**src/rtl/os_pkg.sv**
```systemverilog
// Shared constants, FSM state type and flush-length helper for the systolic-array feeder.
package os_pkg;

    localparam int unsigned OS_N  = 4;
    localparam int unsigned OS_DW = 32;
    localparam int unsigned OS_KW = 16;

    typedef enum logic [2:0] {
        ST_IDLE   = 3'd0,
        ST_CLEAR  = 3'd1,
        ST_STREAM = 3'd2,
        ST_FLUSH  = 3'd3,
        ST_DONE   = 3'd4
    } os_state_t;

    // Zero cycles needed after the last beat: N to leave the deepest lane, N-1 to cross the grid.
    function automatic int unsigned flush_len(input int unsigned n);
        return 2 * n - 1;
    endfunction

    localparam int unsigned OS_FLUSH_LEN = 2 * OS_N - 1;

endpackage

```
**src/rtl/os_feeder_if.sv**
```systemverilog
// Job/beat input bus of the feeder: start request, beat length and the valid/ready operand stream.
interface os_feeder_if #(
    parameter int unsigned N  = os_pkg::OS_N,
    parameter int unsigned DW = os_pkg::OS_DW,
    parameter int unsigned KW = os_pkg::OS_KW
);
    logic            start;
    logic [KW-1:0]   k_len;
    logic            in_valid;
    logic            in_ready;
    logic [N*DW-1:0] in_a;
    logic [N*DW-1:0] in_b;

    modport master (
        output start, k_len, in_valid, in_a, in_b,
        input  in_ready
    );

    modport slave (
        input  start, k_len, in_valid, in_a, in_b,
        output in_ready
    );

endinterface

```
**src/rtl/os_skew_line.sv**
```systemverilog
// Fixed-depth delay line for one array-edge lane; every stage shifts every cycle.
module os_skew_line #(
    parameter int unsigned DEPTH = 1,
    parameter int unsigned DW    = 32
) (
    input  logic          clk,
    input  logic          rstn,
    input  logic [DW-1:0] d,
    output logic [DW-1:0] q
);

    logic [DW-1:0] stage [DEPTH];

    always_ff @(posedge clk or negedge rstn) begin
        if (!rstn) begin
            for (int unsigned k = 0; k < DEPTH; k++) begin
                stage[k] <= '0;
            end
        end else begin
            stage[0] <= d;
            for (int unsigned k = 1; k < DEPTH; k++) begin
                stage[k] <= stage[k-1];
            end
        end
    end

    assign q = stage[DEPTH-1];

endmodule

```
**src/rtl/os_feeder.sv**
```systemverilog
// Input sequencer for the output-stationary systolic array: clears the grid, streams skewed
// A/B beats (zeros on bubbles), flushes with zeros and pulses done.
module os_feeder
    import os_pkg::*;
#(
    parameter int unsigned N  = OS_N,
    parameter int unsigned DW = OS_DW,
    parameter int unsigned KW = OS_KW
) (
    input  logic            clk,
    input  logic            rstn,
    os_feeder_if.slave      bus,
    output logic [N*DW-1:0] opA,
    output logic [N*DW-1:0] opB,
    output logic            rstnPipe,
    output logic            rstnPsum,
    output logic            busy,
    output logic            done
);

    localparam int unsigned FLEN = flush_len(N);
    localparam int unsigned FCW  = $clog2(FLEN + 1);

    os_state_t       state;
    os_state_t       state_nxt;
    logic [KW-1:0]   klen_q;
    logic [KW-1:0]   cnt;
    logic [FCW-1:0]  fcnt;
    logic            accept;
    logic [N*DW-1:0] push_a;
    logic [N*DW-1:0] push_b;

    assign bus.in_ready = (state == ST_STREAM);
    assign accept       = bus.in_valid && (state == ST_STREAM);

    // Bubbles push zero on every lane at once so they stay aligned through the grid.
    assign push_a = accept ? bus.in_a : '0;
    assign push_b = accept ? bus.in_b : '0;

    always_comb begin
        state_nxt = state;
        case (state)
            ST_IDLE: begin
                if (bus.start && (bus.k_len != '0)) begin
                    state_nxt = ST_CLEAR;
                end
            end
            ST_CLEAR: begin
                state_nxt = ST_STREAM;
            end
            ST_STREAM: begin
                if (accept && ((cnt + KW'(1)) == klen_q)) begin
                    state_nxt = ST_FLUSH;
                end
            end
            ST_FLUSH: begin
                if (fcnt == FCW'(FLEN - 1)) begin
                    state_nxt = ST_DONE;
                end
            end
            ST_DONE: begin
                state_nxt = ST_IDLE;
            end
            default: begin
                state_nxt = ST_IDLE;
            end
        endcase
    end

    // State, counters and registered control outputs (outputs follow the next state).
    always_ff @(posedge clk or negedge rstn) begin
        if (!rstn) begin
            state    <= ST_IDLE;
            klen_q   <= '0;
            cnt      <= '0;
            fcnt     <= '0;
            rstnPipe <= 1'b0;
            rstnPsum <= 1'b0;
            busy     <= 1'b0;
            done     <= 1'b0;
        end else begin
            state <= state_nxt;
            if ((state == ST_IDLE) && (state_nxt == ST_CLEAR)) begin
                klen_q <= bus.k_len;
            end
            if (state == ST_CLEAR) begin
                cnt <= '0;
            end else if (accept) begin
                cnt <= cnt + KW'(1);
            end
            if (state == ST_FLUSH) begin
                fcnt <= fcnt + FCW'(1);
            end else begin
                fcnt <= '0;
            end
            rstnPipe <= (state_nxt != ST_CLEAR);
            rstnPsum <= (state_nxt != ST_CLEAR);
            busy     <= (state_nxt == ST_CLEAR) || (state_nxt == ST_STREAM) ||
                        (state_nxt == ST_FLUSH);
            done     <= (state_nxt == ST_DONE);
        end
    end

    // Lane i is delayed i+1 cycles on both edges of the array.
    for (genvar i = 0; i < int'(N); i++) begin : g_lane
        os_skew_line #(
            .DEPTH (i + 1),
            .DW    (DW)
        ) u_skew_a (
            .clk  (clk),
            .rstn (rstn),
            .d    (push_a[i*DW +: DW]),
            .q    (opA[i*DW +: DW])
        );

        os_skew_line #(
            .DEPTH (i + 1),
            .DW    (DW)
        ) u_skew_b (
            .clk  (clk),
            .rstn (rstn),
            .d    (push_b[i*DW +: DW]),
            .q    (opB[i*DW +: DW])
        );
    end

endmodule

```
**src/flat_wrapper.sv**
```systemverilog
// flat-port wrapper written by rule: the top's interface ports become plain ports
module os_feeder_flat import os_pkg::*;
#(
    parameter int unsigned N  = OS_N,
    parameter int unsigned DW = OS_DW,
    parameter int unsigned KW = OS_KW
)
  (clk, rstn, opA, opB, rstnPipe, rstnPsum, busy, done, bus_start, bus_k_len, bus_in_valid, bus_in_a, bus_in_b, bus_in_ready);
  os_feeder_if #(.N(N), .DW(DW), .KW(KW)) bus_i ();
  input  logic clk;
  input  logic rstn;
  output logic [N*DW-1:0] opA;
  output logic [N*DW-1:0] opB;
  output logic rstnPipe;
  output logic rstnPsum;
  output logic busy;
  output logic done;
  input wire logic [$bits(bus_i.start)-1:0] bus_start;
  input wire logic [$bits(bus_i.k_len)-1:0] bus_k_len;
  input wire logic [$bits(bus_i.in_valid)-1:0] bus_in_valid;
  input wire logic [$bits(bus_i.in_a)-1:0] bus_in_a;
  input wire logic [$bits(bus_i.in_b)-1:0] bus_in_b;
  output wire logic [$bits(bus_i.in_ready)-1:0] bus_in_ready;
  assign bus_i.start = bus_start;
  assign bus_i.k_len = bus_k_len;
  assign bus_i.in_valid = bus_in_valid;
  assign bus_i.in_a = bus_in_a;
  assign bus_i.in_b = bus_in_b;
  assign bus_in_ready = bus_i.in_ready;
  os_feeder #(.N(N), .DW(DW), .KW(KW)) u_core (.clk(clk), .rstn(rstn), .bus(bus_i), .opA(opA), .opB(opB), .rstnPipe(rstnPipe), .rstnPsum(rstnPsum), .busy(busy), .done(done));
endmodule
```
**config.mk**
```make
export PLATFORM = sky130hd
export DESIGN_NAME = os_feeder_flat
export DESIGN_NICKNAME = d
export VERILOG_FILES = /design/src/rtl/os_pkg.sv /design/src/rtl/os_feeder_if.sv /design/src/rtl/os_skew_line.sv /design/src/rtl/os_feeder.sv /design/src/flat_wrapper.sv
export SDC_FILE = /design/constraint.sdc
export NUM_CORES = 1
export LEC_CHECK = 0
export ABC_AREA = 1
export CAP_MARGIN = 0
export CORE_MARGIN = 5
export CORE_UTILIZATION = 53
export DETAILED_ROUTE_END_ITERATION = 8
export GPL_ROUTABILITY_DRIVEN = 1
export MAX_ROUTING_LAYER = met4
export PLACE_DENSITY = 0.88
export SYNTH_ARGS = -nofsm -noshare
export SYNTH_HDL_FRONTEND = slang
export SYNTH_HIERARCHICAL = 1
export SYNTH_SLANG_ARGS = --single-unit
```
**constraint.sdc**
```tcl
create_clock -name clk -period 3.16 [get_ports clk]
set_input_delay 0.316 -clock clk [delete_from_list [all_inputs] [get_ports clk]]
set_output_delay 0.316 -clock clk [all_outputs]
set_load 0.005 [all_outputs]
```
==> metrics.cfg <==
[cts]
cts.sinks = 681
htree_levels = 3
cts_tree = yes
cts_buffers = 66
cts_max_path_buffers = 3
clock_latency_ns = 0.57
cts_root_buf = clkbuf_16
path_clk_slew_ns = 0.06

[floorplan]
num_io_pins = 537
die_y_um = 214
fp.dieW_um = 214
dieArea_um2 = 45900
start_util_pct = 53.8
num_rows = 74
core_area_um2 = 41100

[pwr]
p_total_mw = 22.2
power_density_nw_per_um2 = 768
p_leak_nw = 14.9
peakVddDrop_mv = 0.466

[timing]
finalSetupViolations = 0
rsz0062_at_grt = no
clock_skew_ns = 0.0233
worst_slew_pin_slew_ns = 0.818
fin_tns_setup_ns = 0
drv_slew = 0
max-slew-margin-rel_pct = 45.5
hold_viol = 0
finalCritPeriodShare_pct = 72.7
max_freq_mhz = 435
finalWorstSetupSlack_ns = 0.861
min_period_ns = 2.30

[worst_setup_path]
worstPathArrival_ns = 1.98
crit_path_end_kind = output pin
worst-r2r-setup-slack_ns = 1.10
start_kind = flop
worstSetupPathType = flop to output pin
path_max_fanout = 5
crit_required_ns = 2.84
reg2reg_depth = 4

[synthesis]
synthArstFlopShare_pct = 100
synth_area_um2 = 22100
synthMuxAreaShare_pct = 0
synth_most_common_cell = dfrtp_1
yosys.area_share.simple_pct = 8.96
synth_compound_area_share_pct = 0.758
syn_inst = 1676
synth_top_family_by_area = buffers and inverters
ys_ff_latch = 681
syn-num-nets = 1955
ys_warn_count = 6
synth_flop_cell = dfrtp_1
synth_top_cells_by_count = dfrtp_1, inv_1, nor2_1, buf_4, nand2_1
synth_area_leader_cell = dfrtp_1
ys_seq_area_share_pct = 77.0
synth-edff-count = 0
synth_top_area_share_pct = 77.0
synth-xor-area-share_pct = 0.238
ys_types = 32
syn_avg_cell_area_um2 = 13.2
synth.area.top_cells = dfrtp_1, buf_4, inv_1
synth_fa_ha_area_share_pct = 0.170

[global_route]
grt_pass1_wl_mm = 83.3
grt_max_degree = 106
grt_overflow = 0
track_usage_pct = 24.2
antenna_found_initial = 8
grt_pass1_vias = 14057

[final_layout]
nFillCells = 2447
fin_nets = 2353
fin_util_pct = 70.4
drive_above_1_share_pct = 9.14
areaGrowthSynthToFinish_pct = 30.8

[placement]
post-place-ws_ns = 0.872
gp_congestion = 0.880
port_buffers = 536
dp.final_hpwl_mm = 35.2

[run_status]
status = finished, final reports clean

[routing]
drt-total-wl_mm = 53.6
drtIter0Drc = 763
firstDrtPassIters = 8
ant_nets = 0
viasPerCell = 4.64
drc = 0
vias = 12342
avgRoutedWirePerCell_um = 20.1

[run]
drv_cap = 0

[worst_hold_path]
hold_depth = 3
hold_path.class = primary input to flop

## state kept, by name, indices dropped and copies added, names as in the netlist, 3 cells and up
signal,flops
u_core/g_lane.u_skew_a/stage,192
u_core/cnt,16
u_core/fcnt,3
u_core/state,3
u_core/g_lane.u_skew_a/q,128
u_core/g_lane.u_skew_b/stage,192
u_core/klen_q,16
u_core/g_lane.u_skew_b/q,128
## layout make-up
type | count | area (um^2) | area share [%]
Tap cell | 532 | 666 | 2.30
Clock inverter | 21 | 303 | 1.05
Inverter | 289 | 1080 | 3.75
Multi-Input combinational cell | 480 | 2250 | 7.77
Clock buffer | 95 | 1930 | 6.69
Timing Repair Buffer | 556 | 5640 | 19.5
Sequential cell | 681 | 17000 | 58.9
Antenna cell | 8 | 20.0 | 0.0692
## per-stage QoR
step,hold slack [ns],area [um^2],instances
after CTS,0.224,28900,2654
final,0.261,28900,2662
after detailed placement,0.335,26700,2537
after global placement,0.331,26700,2537
after global routing,0.241,28900,2662
after floorplan,0.0204,22100,1676
## layout by cell type (no fill, tap or decap), types with 4 or more instances in the layout
master           count
a21oi_1              9
buf_12               9
buf_4               10
bufinv_16            7
clkbuf_1            15
clkbuf_16           69
clkbuf_8            11
clkdlybuf4s50_1    535
clkinv_2             7
dfrtp_1            681
diode_2              8
inv_1              287
nand2_1             80
nand2_2              6
nand3_1             41
nand4_1              6
nor2_1             236
nor2_2              54
nor2_4               4
o21ai_0              4
o22ai_1             13
## power by group
group | switching (mW) | internal, mW
clock | 3.23 | 4.84
combinational | 1.66 | 1.64
sequential | 0.596 | 10.2
## worst max-delay path: stages, from the launching register on
cell and delay [ns]:
dfrtp_1 0.46, nor3_4 0.34, clkdlybuf4s50_1 0.63
## worst paths after layout
path	start	end
min	bus_in_b[94]	u_core/g_lane[2].u_skew_b/stage[94]$_DFF_PN0_
max	u_core/state[2]$_DFF_PN0_	bus_in_ready
min reg2reg	u_core/g_lane[3].u_skew_a/stage[66]$_DFF_PN0_	u_core/g_lane[3].u_skew_a/stage[34]$_DFF_PN0_
min in group asynchronous	rstn	u_core/g_lane[3].u_skew_b/stage[37]$_DFF_PN0_
max in group asynchronous	rstn	u_core/g_lane[3].u_skew_a/stage[68]$_DFF_PN0_
max reg2reg	u_core/state[2]$_DFF_PN0_	u_core/g_lane[1].u_skew_a/stage[41]$_DFF_PN0_
## cells by family after synthesis
family                   Yosys count
flip-flops                       681
buffers and inverters            515
AND/OR/NAND/NOR                  442
AO/OA/AOI/OAI                     29
XOR/XNOR                           6
adder cells (fa/ha/maj)            3
## routing by layer
layer	vias to the layer above	wire, um	track usage [%]
li1	5512	-	-
met1	6214	19100	26.7
met2	503	29000	42.4
met3	113	3620	6.49
met4	0	1840	9.17
met5	-	0	-
## timing repair
action                    CTS  global route
hold endpoints to repair   81             0
resized for setup           0             0
hold buffers                1             0
buffers inserted            0             0
Power figures use the tool's default switching activity.
